<file path="src/rtl/mem_if_axi_master_bridge_if.sv">
// AXI4 bus bundle connecting the memory bridge (master) to a crossbar/slave.
interface AXI_BUS #(
   parameter int unsigned AXI_ADDR_WIDTH = 32,
   parameter int unsigned AXI_DATA_WIDTH = 64,
   parameter int unsigned AXI_ID_WIDTH   = 10,
   parameter int unsigned AXI_USER_WIDTH = 1
);
   localparam int unsigned STRB_W = AXI_DATA_WIDTH / 8;

   logic [AXI_ID_WIDTH-1:0]   aw_id;
   logic [AXI_ADDR_WIDTH-1:0] aw_addr;
   logic [7:0]                aw_len;
   logic [2:0]                aw_size;
   logic [1:0]                aw_burst;
   logic                      aw_lock;
   logic [3:0]                aw_cache;
   logic [2:0]                aw_prot;
   logic [3:0]                aw_qos;
   logic [3:0]                aw_region;
   logic [AXI_USER_WIDTH-1:0] aw_user;
   logic                      aw_valid;
   logic                      aw_ready;

   logic [AXI_DATA_WIDTH-1:0] w_data;
   logic [STRB_W-1:0]         w_strb;
   logic                      w_last;
   logic [AXI_USER_WIDTH-1:0] w_user;
   logic                      w_valid;
   logic                      w_ready;

   logic [AXI_ID_WIDTH-1:0]   b_id;
   logic [1:0]                b_resp;
   logic [AXI_USER_WIDTH-1:0] b_user;
   logic                      b_valid;
   logic                      b_ready;

   logic [AXI_ID_WIDTH-1:0]   ar_id;
   logic [AXI_ADDR_WIDTH-1:0] ar_addr;
   logic [7:0]                ar_len;
   logic [2:0]                ar_size;
   logic [1:0]                ar_burst;
   logic                      ar_lock;
   logic [3:0]                ar_cache;
   logic [2:0]                ar_prot;
   logic [3:0]                ar_qos;
   logic [3:0]                ar_region;
   logic [AXI_USER_WIDTH-1:0] ar_user;
   logic                      ar_valid;
   logic                      ar_ready;

   logic [AXI_ID_WIDTH-1:0]   r_id;
   logic [AXI_DATA_WIDTH-1:0] r_data;
   logic [1:0]                r_resp;
   logic                      r_last;
   logic [AXI_USER_WIDTH-1:0] r_user;
   logic                      r_valid;
   logic                      r_ready;

   modport Master (
      output aw_id, aw_addr, aw_len, aw_size, aw_burst, aw_lock, aw_cache, aw_prot,
             aw_qos, aw_region, aw_user, aw_valid,
      input  aw_ready,
      output w_data, w_strb, w_last, w_user, w_valid,
      input  w_ready,
      input  b_id, b_resp, b_user, b_valid,
      output b_ready,
      output ar_id, ar_addr, ar_len, ar_size, ar_burst, ar_lock, ar_cache, ar_prot,
             ar_qos, ar_region, ar_user, ar_valid,
      input  ar_ready,
      input  r_id, r_data, r_resp, r_last, r_user, r_valid,
      output r_ready
   );

   modport Slave (
      input  aw_id, aw_addr, aw_len, aw_size, aw_burst, aw_lock, aw_cache, aw_prot,
             aw_qos, aw_region, aw_user, aw_valid,
      output aw_ready,
      input  w_data, w_strb, w_last, w_user, w_valid,
      output w_ready,
      output b_id, b_resp, b_user, b_valid,
      input  b_ready,
      input  ar_id, ar_addr, ar_len, ar_size, ar_burst, ar_lock, ar_cache, ar_prot,
             ar_qos, ar_region, ar_user, ar_valid,
      output ar_ready,
      output r_id, r_data, r_resp, r_last, r_user, r_valid,
      input  r_ready
   );
endinterface

</file>
<file path="src/rtl/mem_if_axi_master_bridge.sv">
// Core-style req/gnt/rvalid port to single-beat AXI4 master, one transaction in flight.
module mem_if_axi_master_bridge #(
   parameter int unsigned AXI_ADDR_WIDTH = 32,
   parameter int unsigned AXI_DATA_WIDTH = 64,
   parameter int unsigned AXI_ID_WIDTH   = 10,
   parameter int unsigned AXI_USER_WIDTH = 1,
   parameter logic [AXI_ID_WIDTH-1:0] AXI_ID = '0
) (
   input  logic                        clk,
   input  logic                        rst,
   input  logic                        mem_req_i,
   output logic                        mem_gnt_o,
   input  logic [AXI_ADDR_WIDTH-1:0]   mem_addr_i,
   input  logic                        mem_we_i,
   input  logic [AXI_DATA_WIDTH/8-1:0] mem_be_i,
   input  logic [AXI_DATA_WIDTH-1:0]   mem_wdata_i,
   output logic                        mem_rvalid_o,
   output logic [AXI_DATA_WIDTH-1:0]   mem_rdata_o,
   output logic                        mem_err_o,
   AXI_BUS.Master                      master
);
   localparam int unsigned STRB_W   = AXI_DATA_WIDTH / 8;
   localparam logic [2:0]  AXI_SIZE = 3'($clog2(STRB_W));

   typedef enum logic [2:0] {IDLE, WR_REQ, WR_RESP, RD_REQ, RD_RESP} state_e;

   state_e                    state_q, state_d;
   logic                      aw_valid_q, aw_valid_d;
   logic                      w_valid_q, w_valid_d;
   logic                      ar_valid_q, ar_valid_d;
   logic                      b_ready_q, b_ready_d;
   logic                      r_ready_q, r_ready_d;
   logic [AXI_ADDR_WIDTH-1:0] addr_q, addr_d;
   logic [STRB_W-1:0]         be_q, be_d;
   logic [AXI_DATA_WIDTH-1:0] wdata_q, wdata_d;
   logic                      rvalid_q, rvalid_d;
   logic                      err_q, err_d;
   logic [AXI_DATA_WIDTH-1:0] rdata_q, rdata_d;
   logic                      aw_done, w_done;

   // Grant is only ever given from IDLE; suppressed while reset is held
   assign mem_gnt_o    = (state_q == IDLE) && mem_req_i && !rst;
   assign mem_rvalid_o = rvalid_q;
   assign mem_rdata_o  = rdata_q;
   assign mem_err_o    = err_q;

   // AW/AR share the latched address; all AXI outputs come from flops or constants
   assign master.aw_id     = AXI_ID;
   assign master.aw_addr   = addr_q;
   assign master.aw_len    = 8'd0;
   assign master.aw_size   = AXI_SIZE;
   assign master.aw_burst  = 2'b01;
   assign master.aw_lock   = 1'b0;
   assign master.aw_cache  = 4'd0;
   assign master.aw_prot   = 3'd0;
   assign master.aw_qos    = 4'd0;
   assign master.aw_region = 4'd0;
   assign master.aw_user   = '0;
   assign master.aw_valid  = aw_valid_q;

   assign master.w_data    = wdata_q;
   assign master.w_strb    = be_q;
   assign master.w_last    = 1'b1;
   assign master.w_user    = '0;
   assign master.w_valid   = w_valid_q;

   assign master.b_ready   = b_ready_q;

   assign master.ar_id     = AXI_ID;
   assign master.ar_addr   = addr_q;
   assign master.ar_len    = 8'd0;
   assign master.ar_size   = AXI_SIZE;
   assign master.ar_burst  = 2'b01;
   assign master.ar_lock   = 1'b0;
   assign master.ar_cache  = 4'd0;
   assign master.ar_prot   = 3'd0;
   assign master.ar_qos    = 4'd0;
   assign master.ar_region = 4'd0;
   assign master.ar_user   = '0;
   assign master.ar_valid  = ar_valid_q;

   assign master.r_ready   = r_ready_q;

   // Response IDs, users, r_last and low resp bits carry nothing we act on
   logic unused_inputs;
   assign unused_inputs = ^{master.b_id, master.b_user, master.b_resp[0],
                            master.r_id, master.r_user, master.r_resp[0], master.r_last};

   // A write channel counts as done once its valid has already dropped or handshakes now
   assign aw_done = !aw_valid_q || master.aw_ready;
   assign w_done  = !w_valid_q  || master.w_ready;

   // Next-state and datapath: one request latched in IDLE, walked through AXI, reported once
   always_comb begin
      state_d    = state_q;
      aw_valid_d = aw_valid_q;
      w_valid_d  = w_valid_q;
      ar_valid_d = ar_valid_q;
      b_ready_d  = b_ready_q;
      r_ready_d  = r_ready_q;
      addr_d     = addr_q;
      be_d       = be_q;
      wdata_d    = wdata_q;
      rvalid_d   = 1'b0;
      err_d      = err_q;
      rdata_d    = rdata_q;
      unique case (state_q)
         IDLE: begin
            if (mem_req_i) begin
               addr_d  = mem_addr_i;
               be_d    = mem_be_i;
               wdata_d = mem_wdata_i;
               if (mem_we_i) begin
                  aw_valid_d = 1'b1;
                  w_valid_d  = 1'b1;
                  state_d    = WR_REQ;
               end else begin
                  ar_valid_d = 1'b1;
                  state_d    = RD_REQ;
               end
            end
         end
         WR_REQ: begin
            // AW and W retire independently; neither waits on the other
            if (aw_valid_q && master.aw_ready) aw_valid_d = 1'b0;
            if (w_valid_q && master.w_ready)   w_valid_d  = 1'b0;
            if (aw_done && w_done) begin
               b_ready_d = 1'b1;
               state_d   = WR_RESP;
            end
         end
         WR_RESP: begin
            if (master.b_valid && b_ready_q) begin
               rvalid_d  = 1'b1;
               err_d     = master.b_resp[1];
               b_ready_d = 1'b0;
               state_d   = IDLE;
            end
         end
         RD_REQ: begin
            if (ar_valid_q && master.ar_ready) begin
               ar_valid_d = 1'b0;
               r_ready_d  = 1'b1;
               state_d    = RD_RESP;
            end
         end
         RD_RESP: begin
            // Single beat: r_last is not consulted
            if (master.r_valid && r_ready_q) begin
               rvalid_d  = 1'b1;
               rdata_d   = master.r_data;
               err_d     = master.r_resp[1];
               r_ready_d = 1'b0;
               state_d   = IDLE;
            end
         end
         default: state_d = IDLE;
      endcase
   end

   // State and output registers; reset abandons any transaction silently
   always_ff @(posedge clk) begin
      if (rst) begin
         state_q    <= IDLE;
         aw_valid_q <= 1'b0;
         w_valid_q  <= 1'b0;
         ar_valid_q <= 1'b0;
         b_ready_q  <= 1'b0;
         r_ready_q  <= 1'b0;
         addr_q     <= '0;
         be_q       <= '0;
         wdata_q    <= '0;
         rvalid_q   <= 1'b0;
         err_q      <= 1'b0;
         rdata_q    <= '0;
      end else begin
         state_q    <= state_d;
         aw_valid_q <= aw_valid_d;
         w_valid_q  <= w_valid_d;
         ar_valid_q <= ar_valid_d;
         b_ready_q  <= b_ready_d;
         r_ready_q  <= r_ready_d;
         addr_q     <= addr_d;
         be_q       <= be_d;
         wdata_q    <= wdata_d;
         rvalid_q   <= rvalid_d;
         err_q      <= err_d;
         rdata_q    <= rdata_d;
      end
   end
endmodule

</file>
<file path="src/flat_wrapper.sv">
// flat-port wrapper written by rule: the top's interface ports become plain ports
module mem_if_axi_master_bridge_flat 
#(
   parameter int unsigned AXI_ADDR_WIDTH = 32,
   parameter int unsigned AXI_DATA_WIDTH = 64,
   parameter int unsigned AXI_ID_WIDTH   = 10,
   parameter int unsigned AXI_USER_WIDTH = 1,
   parameter logic [AXI_ID_WIDTH-1:0] AXI_ID = '0
)
  (clk, rst, mem_req_i, mem_gnt_o, mem_addr_i, mem_we_i, mem_be_i, mem_wdata_i, mem_rvalid_o, mem_rdata_o, mem_err_o, master_aw_id, master_aw_addr, master_aw_len, master_aw_size, master_aw_burst, master_aw_lock, master_aw_cache, master_aw_prot, master_aw_qos, master_aw_region, master_aw_user, master_aw_valid, master_aw_ready, master_w_data, master_w_strb, master_w_last, master_w_user, master_w_valid, master_w_ready, master_b_id, master_b_resp, master_b_user, master_b_valid, master_b_ready, master_ar_id, master_ar_addr, master_ar_len, master_ar_size, master_ar_burst, master_ar_lock, master_ar_cache, master_ar_prot, master_ar_qos, master_ar_region, master_ar_user, master_ar_valid, master_ar_ready, master_r_id, master_r_data, master_r_resp, master_r_last, master_r_user, master_r_valid, master_r_ready);
  AXI_BUS #(.AXI_ADDR_WIDTH(AXI_ADDR_WIDTH), .AXI_DATA_WIDTH(AXI_DATA_WIDTH), .AXI_ID_WIDTH(AXI_ID_WIDTH), .AXI_USER_WIDTH(AXI_USER_WIDTH)) master_i ();
  input  logic clk;
  input  logic rst;
  input  logic mem_req_i;
  output logic mem_gnt_o;
  input  logic [AXI_ADDR_WIDTH-1:0] mem_addr_i;
  input  logic mem_we_i;
  input  logic [AXI_DATA_WIDTH/8-1:0] mem_be_i;
  input  logic [AXI_DATA_WIDTH-1:0] mem_wdata_i;
  output logic mem_rvalid_o;
  output logic [AXI_DATA_WIDTH-1:0] mem_rdata_o;
  output logic mem_err_o;
  output wire logic [$bits(master_i.aw_id)-1:0] master_aw_id;
  output wire logic [$bits(master_i.aw_addr)-1:0] master_aw_addr;
  output wire logic [$bits(master_i.aw_len)-1:0] master_aw_len;
  output wire logic [$bits(master_i.aw_size)-1:0] master_aw_size;
  output wire logic [$bits(master_i.aw_burst)-1:0] master_aw_burst;
  output wire logic [$bits(master_i.aw_lock)-1:0] master_aw_lock;
  output wire logic [$bits(master_i.aw_cache)-1:0] master_aw_cache;
  output wire logic [$bits(master_i.aw_prot)-1:0] master_aw_prot;
  output wire logic [$bits(master_i.aw_qos)-1:0] master_aw_qos;
  output wire logic [$bits(master_i.aw_region)-1:0] master_aw_region;
  output wire logic [$bits(master_i.aw_user)-1:0] master_aw_user;
  output wire logic [$bits(master_i.aw_valid)-1:0] master_aw_valid;
  input wire logic [$bits(master_i.aw_ready)-1:0] master_aw_ready;
  output wire logic [$bits(master_i.w_data)-1:0] master_w_data;
  output wire logic [$bits(master_i.w_strb)-1:0] master_w_strb;
  output wire logic [$bits(master_i.w_last)-1:0] master_w_last;
  output wire logic [$bits(master_i.w_user)-1:0] master_w_user;
  output wire logic [$bits(master_i.w_valid)-1:0] master_w_valid;
  input wire logic [$bits(master_i.w_ready)-1:0] master_w_ready;
  input wire logic [$bits(master_i.b_id)-1:0] master_b_id;
  input wire logic [$bits(master_i.b_resp)-1:0] master_b_resp;
  input wire logic [$bits(master_i.b_user)-1:0] master_b_user;
  input wire logic [$bits(master_i.b_valid)-1:0] master_b_valid;
  output wire logic [$bits(master_i.b_ready)-1:0] master_b_ready;
  output wire logic [$bits(master_i.ar_id)-1:0] master_ar_id;
  output wire logic [$bits(master_i.ar_addr)-1:0] master_ar_addr;
  output wire logic [$bits(master_i.ar_len)-1:0] master_ar_len;
  output wire logic [$bits(master_i.ar_size)-1:0] master_ar_size;
  output wire logic [$bits(master_i.ar_burst)-1:0] master_ar_burst;
  output wire logic [$bits(master_i.ar_lock)-1:0] master_ar_lock;
  output wire logic [$bits(master_i.ar_cache)-1:0] master_ar_cache;
  output wire logic [$bits(master_i.ar_prot)-1:0] master_ar_prot;
  output wire logic [$bits(master_i.ar_qos)-1:0] master_ar_qos;
  output wire logic [$bits(master_i.ar_region)-1:0] master_ar_region;
  output wire logic [$bits(master_i.ar_user)-1:0] master_ar_user;
  output wire logic [$bits(master_i.ar_valid)-1:0] master_ar_valid;
  input wire logic [$bits(master_i.ar_ready)-1:0] master_ar_ready;
  input wire logic [$bits(master_i.r_id)-1:0] master_r_id;
  input wire logic [$bits(master_i.r_data)-1:0] master_r_data;
  input wire logic [$bits(master_i.r_resp)-1:0] master_r_resp;
  input wire logic [$bits(master_i.r_last)-1:0] master_r_last;
  input wire logic [$bits(master_i.r_user)-1:0] master_r_user;
  input wire logic [$bits(master_i.r_valid)-1:0] master_r_valid;
  output wire logic [$bits(master_i.r_ready)-1:0] master_r_ready;
  assign master_aw_id = master_i.aw_id;
  assign master_aw_addr = master_i.aw_addr;
  assign master_aw_len = master_i.aw_len;
  assign master_aw_size = master_i.aw_size;
  assign master_aw_burst = master_i.aw_burst;
  assign master_aw_lock = master_i.aw_lock;
  assign master_aw_cache = master_i.aw_cache;
  assign master_aw_prot = master_i.aw_prot;
  assign master_aw_qos = master_i.aw_qos;
  assign master_aw_region = master_i.aw_region;
  assign master_aw_user = master_i.aw_user;
  assign master_aw_valid = master_i.aw_valid;
  assign master_i.aw_ready = master_aw_ready;
  assign master_w_data = master_i.w_data;
  assign master_w_strb = master_i.w_strb;
  assign master_w_last = master_i.w_last;
  assign master_w_user = master_i.w_user;
  assign master_w_valid = master_i.w_valid;
  assign master_i.w_ready = master_w_ready;
  assign master_i.b_id = master_b_id;
  assign master_i.b_resp = master_b_resp;
  assign master_i.b_user = master_b_user;
  assign master_i.b_valid = master_b_valid;
  assign master_b_ready = master_i.b_ready;
  assign master_ar_id = master_i.ar_id;
  assign master_ar_addr = master_i.ar_addr;
  assign master_ar_len = master_i.ar_len;
  assign master_ar_size = master_i.ar_size;
  assign master_ar_burst = master_i.ar_burst;
  assign master_ar_lock = master_i.ar_lock;
  assign master_ar_cache = master_i.ar_cache;
  assign master_ar_prot = master_i.ar_prot;
  assign master_ar_qos = master_i.ar_qos;
  assign master_ar_region = master_i.ar_region;
  assign master_ar_user = master_i.ar_user;
  assign master_ar_valid = master_i.ar_valid;
  assign master_i.ar_ready = master_ar_ready;
  assign master_i.r_id = master_r_id;
  assign master_i.r_data = master_r_data;
  assign master_i.r_resp = master_r_resp;
  assign master_i.r_last = master_r_last;
  assign master_i.r_user = master_r_user;
  assign master_i.r_valid = master_r_valid;
  assign master_r_ready = master_i.r_ready;
  mem_if_axi_master_bridge #(.AXI_ADDR_WIDTH(AXI_ADDR_WIDTH), .AXI_DATA_WIDTH(AXI_DATA_WIDTH), .AXI_ID_WIDTH(AXI_ID_WIDTH), .AXI_USER_WIDTH(AXI_USER_WIDTH), .AXI_ID(AXI_ID)) u_core (.clk(clk), .rst(rst), .mem_req_i(mem_req_i), .mem_gnt_o(mem_gnt_o), .mem_addr_i(mem_addr_i), .mem_we_i(mem_we_i), .mem_be_i(mem_be_i), .mem_wdata_i(mem_wdata_i), .mem_rvalid_o(mem_rvalid_o), .mem_rdata_o(mem_rdata_o), .mem_err_o(mem_err_o), .master(master_i));
endmodule
</file>
<file path="config.mk">
export PLATFORM = sky130hd
export DESIGN_NAME = mem_if_axi_master_bridge_flat
export DESIGN_NICKNAME = d
export VERILOG_FILES = /design/src/rtl/mem_if_axi_master_bridge_if.sv /design/src/rtl/mem_if_axi_master_bridge.sv /design/src/flat_wrapper.sv
export SDC_FILE = /design/constraint.sdc
export NUM_CORES = 1
export LEC_CHECK = 0
export BUFFER_PORTS_ARGS = -buffer_cell sky130_fd_sc_hd__buf_2
export CAP_MARGIN = 10
export CELL_PAD_IN_SITES_DETAIL_PLACEMENT = 0
export CELL_PAD_IN_SITES_GLOBAL_PLACEMENT = 1
export CORE_AREA = 2 2 192 194
export CTS_CLUSTER_DIAMETER = 200
export DETAILED_ROUTE_END_ITERATION = 8
export DIE_AREA = 0 0 194 196
export PLACE_DENSITY_LB_ADDON = 0.05
export SLEW_MARGIN = 20
export SYNTH_ARGS = -nofsm -noshare
export SYNTH_HDL_FRONTEND = slang
export SYNTH_SLANG_ARGS = --single-unit
</file>
<file path="constraint.sdc">
create_clock -name clk -period 1.8 [get_ports clk]
set_clock_uncertainty 0.15 [all_clocks]
set_input_delay 0.18 -clock clk [delete_from_list [all_inputs] [get_ports clk]]
set_output_delay 0.18 -clock clk [all_outputs]
set_load 0.01 [all_outputs]
</file>
; ---- After elaboration in Yosys (flattened, before gate mapping)
; Cells that the tools add are included.
[word_totals]
ff_bits = 178
in_bits = 204
output_inout_bits = 290
word_cells = 82
[classes]
n_eq_ne = 13
mux = 29
n_reduce_logical = 28
[op_table]
columns = operator, count
row1 = 1-bit 2-to-1 mux, 15
row2 = 3-bit 2-to-1 mux, 5
row3 = 3-bit one-hot mux with 5 select lines, 1
row4 = 1-bit one-hot mux with 2 select lines, 7
row5 = "2-bit by 1-bit inequality test with 1-bit output, second input constant", 6
row6 = 4-bit AND reduction, 3
row7 = 2-bit nonzero test, 5
row8 = 3-bit AND reduction, 3
row9 = 1-bit logical AND, 8
row10 = "3-bit by 2-bit == test with 1-bit output, second input constant", 2
row11 = "2-bit inequality test, second input constant", 3
row12 = 5-bit AND reduction, 1
row13 = 2-bit AND reduction, 2
row14 = "3-bit by 1-bit == test with 1-bit output, second input constant", 1
row15 = "3-bit == test, second input constant", 1
row16 = 1-bit logical NOT, 3
row17 = 3-bit logical NOT, 1
row18 = 1-bit logical OR, 2
row19 = 2-bit 2-to-1 mux, 1

; ---- Longest topological paths before layout
[depth]
word_depth = 5
ltp_mapped = 7
depth_no_buf = 4

; ---- Worst setup path after synthesis
; Ideal clock, no wire load.
[synth_path]
kind = reg-to-reg
startpoint = reg u_core.state_q[0]
endpoint = reg u_core.wdata_q[0], in the netlist u_core.master.w_data[0]
setup_ns = 0.132
t_arrival_ns = 1.439
required_ns = 1.518
setup_slack_ns = 0.079
path_stages_with_launch = 7
n_path_buf = 3
period_less_slack_ns = 1.721
path_cell_list = dfxtp_1 > or4b_1 > buf_2 > buf_6 > clkbuf_1 > nand2_1 > a21oi_1
[synth_between]
elab_chain_cells = 2
[synth_lines]
columns = item, line_no
row1 = "start, declared", mem_if_axi_master_bridge.sv:27  ; state_e state_q, state_d;
row2 = "start signal, assigned", mem_if_axi_master_bridge.sv:177  ; state_q <= state_d;
row3 = 3-bit logical NOT, mem_if_axi_master_bridge.sv:107  ; unique case (state_q)
row4 = 2-bit AND reduction (no line), --
row5 = "end signal, assigned", mem_if_axi_master_bridge.sv:185  ; wdata_q <= wdata_d;
row6 = "end, declared", mem_if_axi_master_bridge.sv:35  ; logic [AXI_DATA_WIDTH-1:0] wdata_q, wdata_d;
; Every way passes these cells.
; A chain may end at the register's enable or synchronous reset.

; ---- Final worst setup path
[layout_path]
startpoint = reg u_core.state_q[0]
endpoint = out mem_gnt_o
[layout_between]
elab_chain_cells = 3
[layout_lines]
columns = item, line_no
row1 = 3-bit logical NOT, mem_if_axi_master_bridge.sv:42  ; assign mem_gnt_o = (state_q == IDLE) && mem_req_i && !rst;
row2 = 1-bit logical AND (2 in a row), mem_if_axi_master_bridge.sv:42
row3 = "end, declared", flat_wrapper.sv:15  ; output logic mem_gnt_o;
; Every way passes these cells.

==> run metrics <==
H-tree depth=4; Max VDD drop=~640 uV; drt first pass iters=4; Post-layout nets=between 1,500 and 2,000; antenna violations before repair=1; post-synthesis mux area share=0.00302; WL/cell=about 15 um; overflow left after global routing=0; asr flop ratio synth=0; RSZ-0062 raised after global routing=yes; Synth Warn #=0; Final Max Slew Viols=0; Worst Path Max Fanout=2; final antenna-violating net count=0; Syn-to-layout area delta=64.5%; CP Data Arrival Time=1.55 ns; leakage=about 5.4 nW; first-pass GRT wire length=42,500 um; Port Buf Inserts=~390; CP startpoint kind=register; Synth Cell Area=just over 0.007 mm2; top_reg_cell synth=dfxtp_1; vias per cell=3.84; Setup crit end kind=primary output; Die ar.=~0.038 mm2; Mapped Cells=902; clock slew at reported path FFs=around 0.070 ns; run status=complete, but fails checks; Die H=196 um; Worst slew margin=0.325; Avg Inst Size Synth=between 7 and 8 um2; largest net degree at the start of global routing=65; largest family of logic cells by synthesized area=simple AND/OR/NAND/NOR gates; met3 usage=0.0507; synth unique cells=30; Num CTS Buffers=17; final core utilization=0.321; crit path time final=roughly 1.9 ns; Longest Clk Path Bufs=2; vias in the first global route=7,211; Fillers=4,080; DR iter-0 viols=between 100 and 150; gr usage total=0.144; core area=0.0361 mm2; Die X=194 um; Area contributors post-synth=dfxtp_1 (51%), nand2_1 (18%), a21oi_1 (12%); busiest grt layer=met2; pre-CTS WS=roughly 0.042 ns; CTS sink count=178; top-count cell post-synth=nand2_1; Max-Cap Viols=0; top cells by count, synth=nand2_1 (340), dfxtp_1 (178), a21oi_1 (171), buf_4 (114), clkbuf_1 (43); Post-Synth XOR/XNOR Area=0; Yosys top cell area share=0.506; violated checks=setup timing; Overall Power=approximately 10 mW; Yosys top cell by area=dfxtp_1; row cnt=70; worst-margin pin slew=slightly above 1 ns; critical path type=register to primary output; pwr dens=approximately 860 mW/mm2; # IOs=between 400 and 500; CTS tree=yes; Synth Area in Compound Gates=0.135; Synth Area in Adders=0; EDFF count, synth=0; register area share after synthesis=0.506; Hold Crit Class=input pin to register; layout cells sized above 1=0.319; Final Routed Wirelength=28,800 um; post-DP HPWL=20,100 um; Hold Fails Final Rpt=0; GR Util met1=0.181; gpl congestion=approximately 0.72; simple-gate share of the synthesized area=0.198; routed vias=roughly 7,300; WP data required=roughly 1.5 ns; worst skew pair latency=approximately 0.43 ns; Max Fclk=0.531 GHz; M2 GR Usage=0.240; worst setup margin=-0.0838 ns; starting density of the core=0.195; clk root buf=clkbuf_16; drt drc=0; Final setup viols=1; register bit count reported by yosys=approximately 180; final cycle utilization of the critical path=1.05
==> worst paths after layout <==
| kind | startpoint | end | slack, ns | cells past startpoint |
|---|---|---|---|---|
| worst max-delay path | u_core.state_q[0]$_SDFFE_PP0P_ | mem_gnt_o | -0.08 | 3 |
| worst min-delay path | mem_req_i | u_core.state_q[0]$_SDFFE_PP0P_ | 0.04 | 4 |
| worst max register to register | u_core.state_q[0]$_SDFFE_PP0P_ | u_core.master.ar_addr[3]$_SDFFE_PP0P_ | 0.03 | 5 |
| worst min register to register | u_core.master.w_data[63]$_SDFFE_PP0P_ | u_core.master.w_data[63]$_SDFFE_PP0P_ | 0.30 | 2 |
==> critical path, stage by stage (launching register included) <==
cell,delay [ns]
dfxtp_2,0.33
or4b_4,0.56
nor2_1,0.09
buf_2,0.14
==> cells in the final DEF (no fill, tap or decap), types with 2 or more instances in the layout <==
cell type        n
a32oi_1          2
clkbuf_1         2
clkbuf_8         4
inv_1            3
nor2_1           9
clkinv_2         5
nand2_1        340
diode_2          2
o21ai_0          3
nor3_1           2
conb_1          82
nor2b_1          2
buf_6            2
buf_2          385
buf_12          10
buf_4           20
dlygate4sd3_1  178
clkbuf_16       19
dfxtp_1        176
clkinv_4         2
dfxtp_2          2
a21oi_1        171
==> metrics by stage <==
step                      hold slack [ns]  setup TNS, ns  std cells  cell area, um2
after detailed placement            0.275              0       1692            9130
final                              0.0359        -0.0838       1911           11600
after global placement              0.272              0       1692            9130
after global routing               0.0476         -0.306       1909           11600
after floorplan                     0.145              0        982            7350
after CTS                          0.0110         -0.129       1904           11500
==> cell type report <==
class	count	area [um2]	area share
diodes	2	5.00	0.000432
repair buffers	598	4160	0.359
flip-flops and latches	178	3570	0.308
well taps	468	586	0.0505
clock inverters	9	80.1	0.00691
multi-input cells	629	2700	0.233
inverters	4	15.0	0.00129
clock buffers	23	488	0.0421
==> power by group <==
part / internal (mW) / total, mW / switching [mW]
logic: 0.933 / 1.98 / 1.05
registers: 4.17 / 4.31 / 0.143
clock network: 2.05 / 3.70 / 1.65
==> what timing repair did <==
| action | in CTS | in global routing |
|---|---|---|
| gates resized for setup | 3 | 2 |
| pin swaps | 1 | 1 |
| setup buffers | 2 | 3 |
| gates cloned | 0 | 2 |
| hold endpoints to repair | 177 | 0 |
| endpoints found under the setup margin | 1 | 31 |
| hold buffers | 178 | 0 |
==> registers in the layout (all words and copies together) (netlist names) <==
register,cells
u_core.master.ar_addr,32
u_core.master.ar_valid,1
u_core.master.aw_valid,1
u_core.master.b_ready,1
u_core.master.r_ready,1
u_core.master.w_data,64
u_core.master.w_strb,8
u_core.master.w_valid,1
u_core.mem_err_o,1
u_core.mem_rdata_o,64
u_core.mem_rvalid_o,1
u_core.state_q,3
==> logic make-up after synthesis <==
logic type,after synthesis
simple gates,361
buf+inv,175
flops,178
mux,2
compound gates,184
other cells,2
==> routing by layer <==
metal,vias up,routed length [um]
met5,-,0
met4,0,189
met3,9,2000
met2,244,13800
met1,3345,12900
li1,3738,-
(Power assumes the default switching activity.)
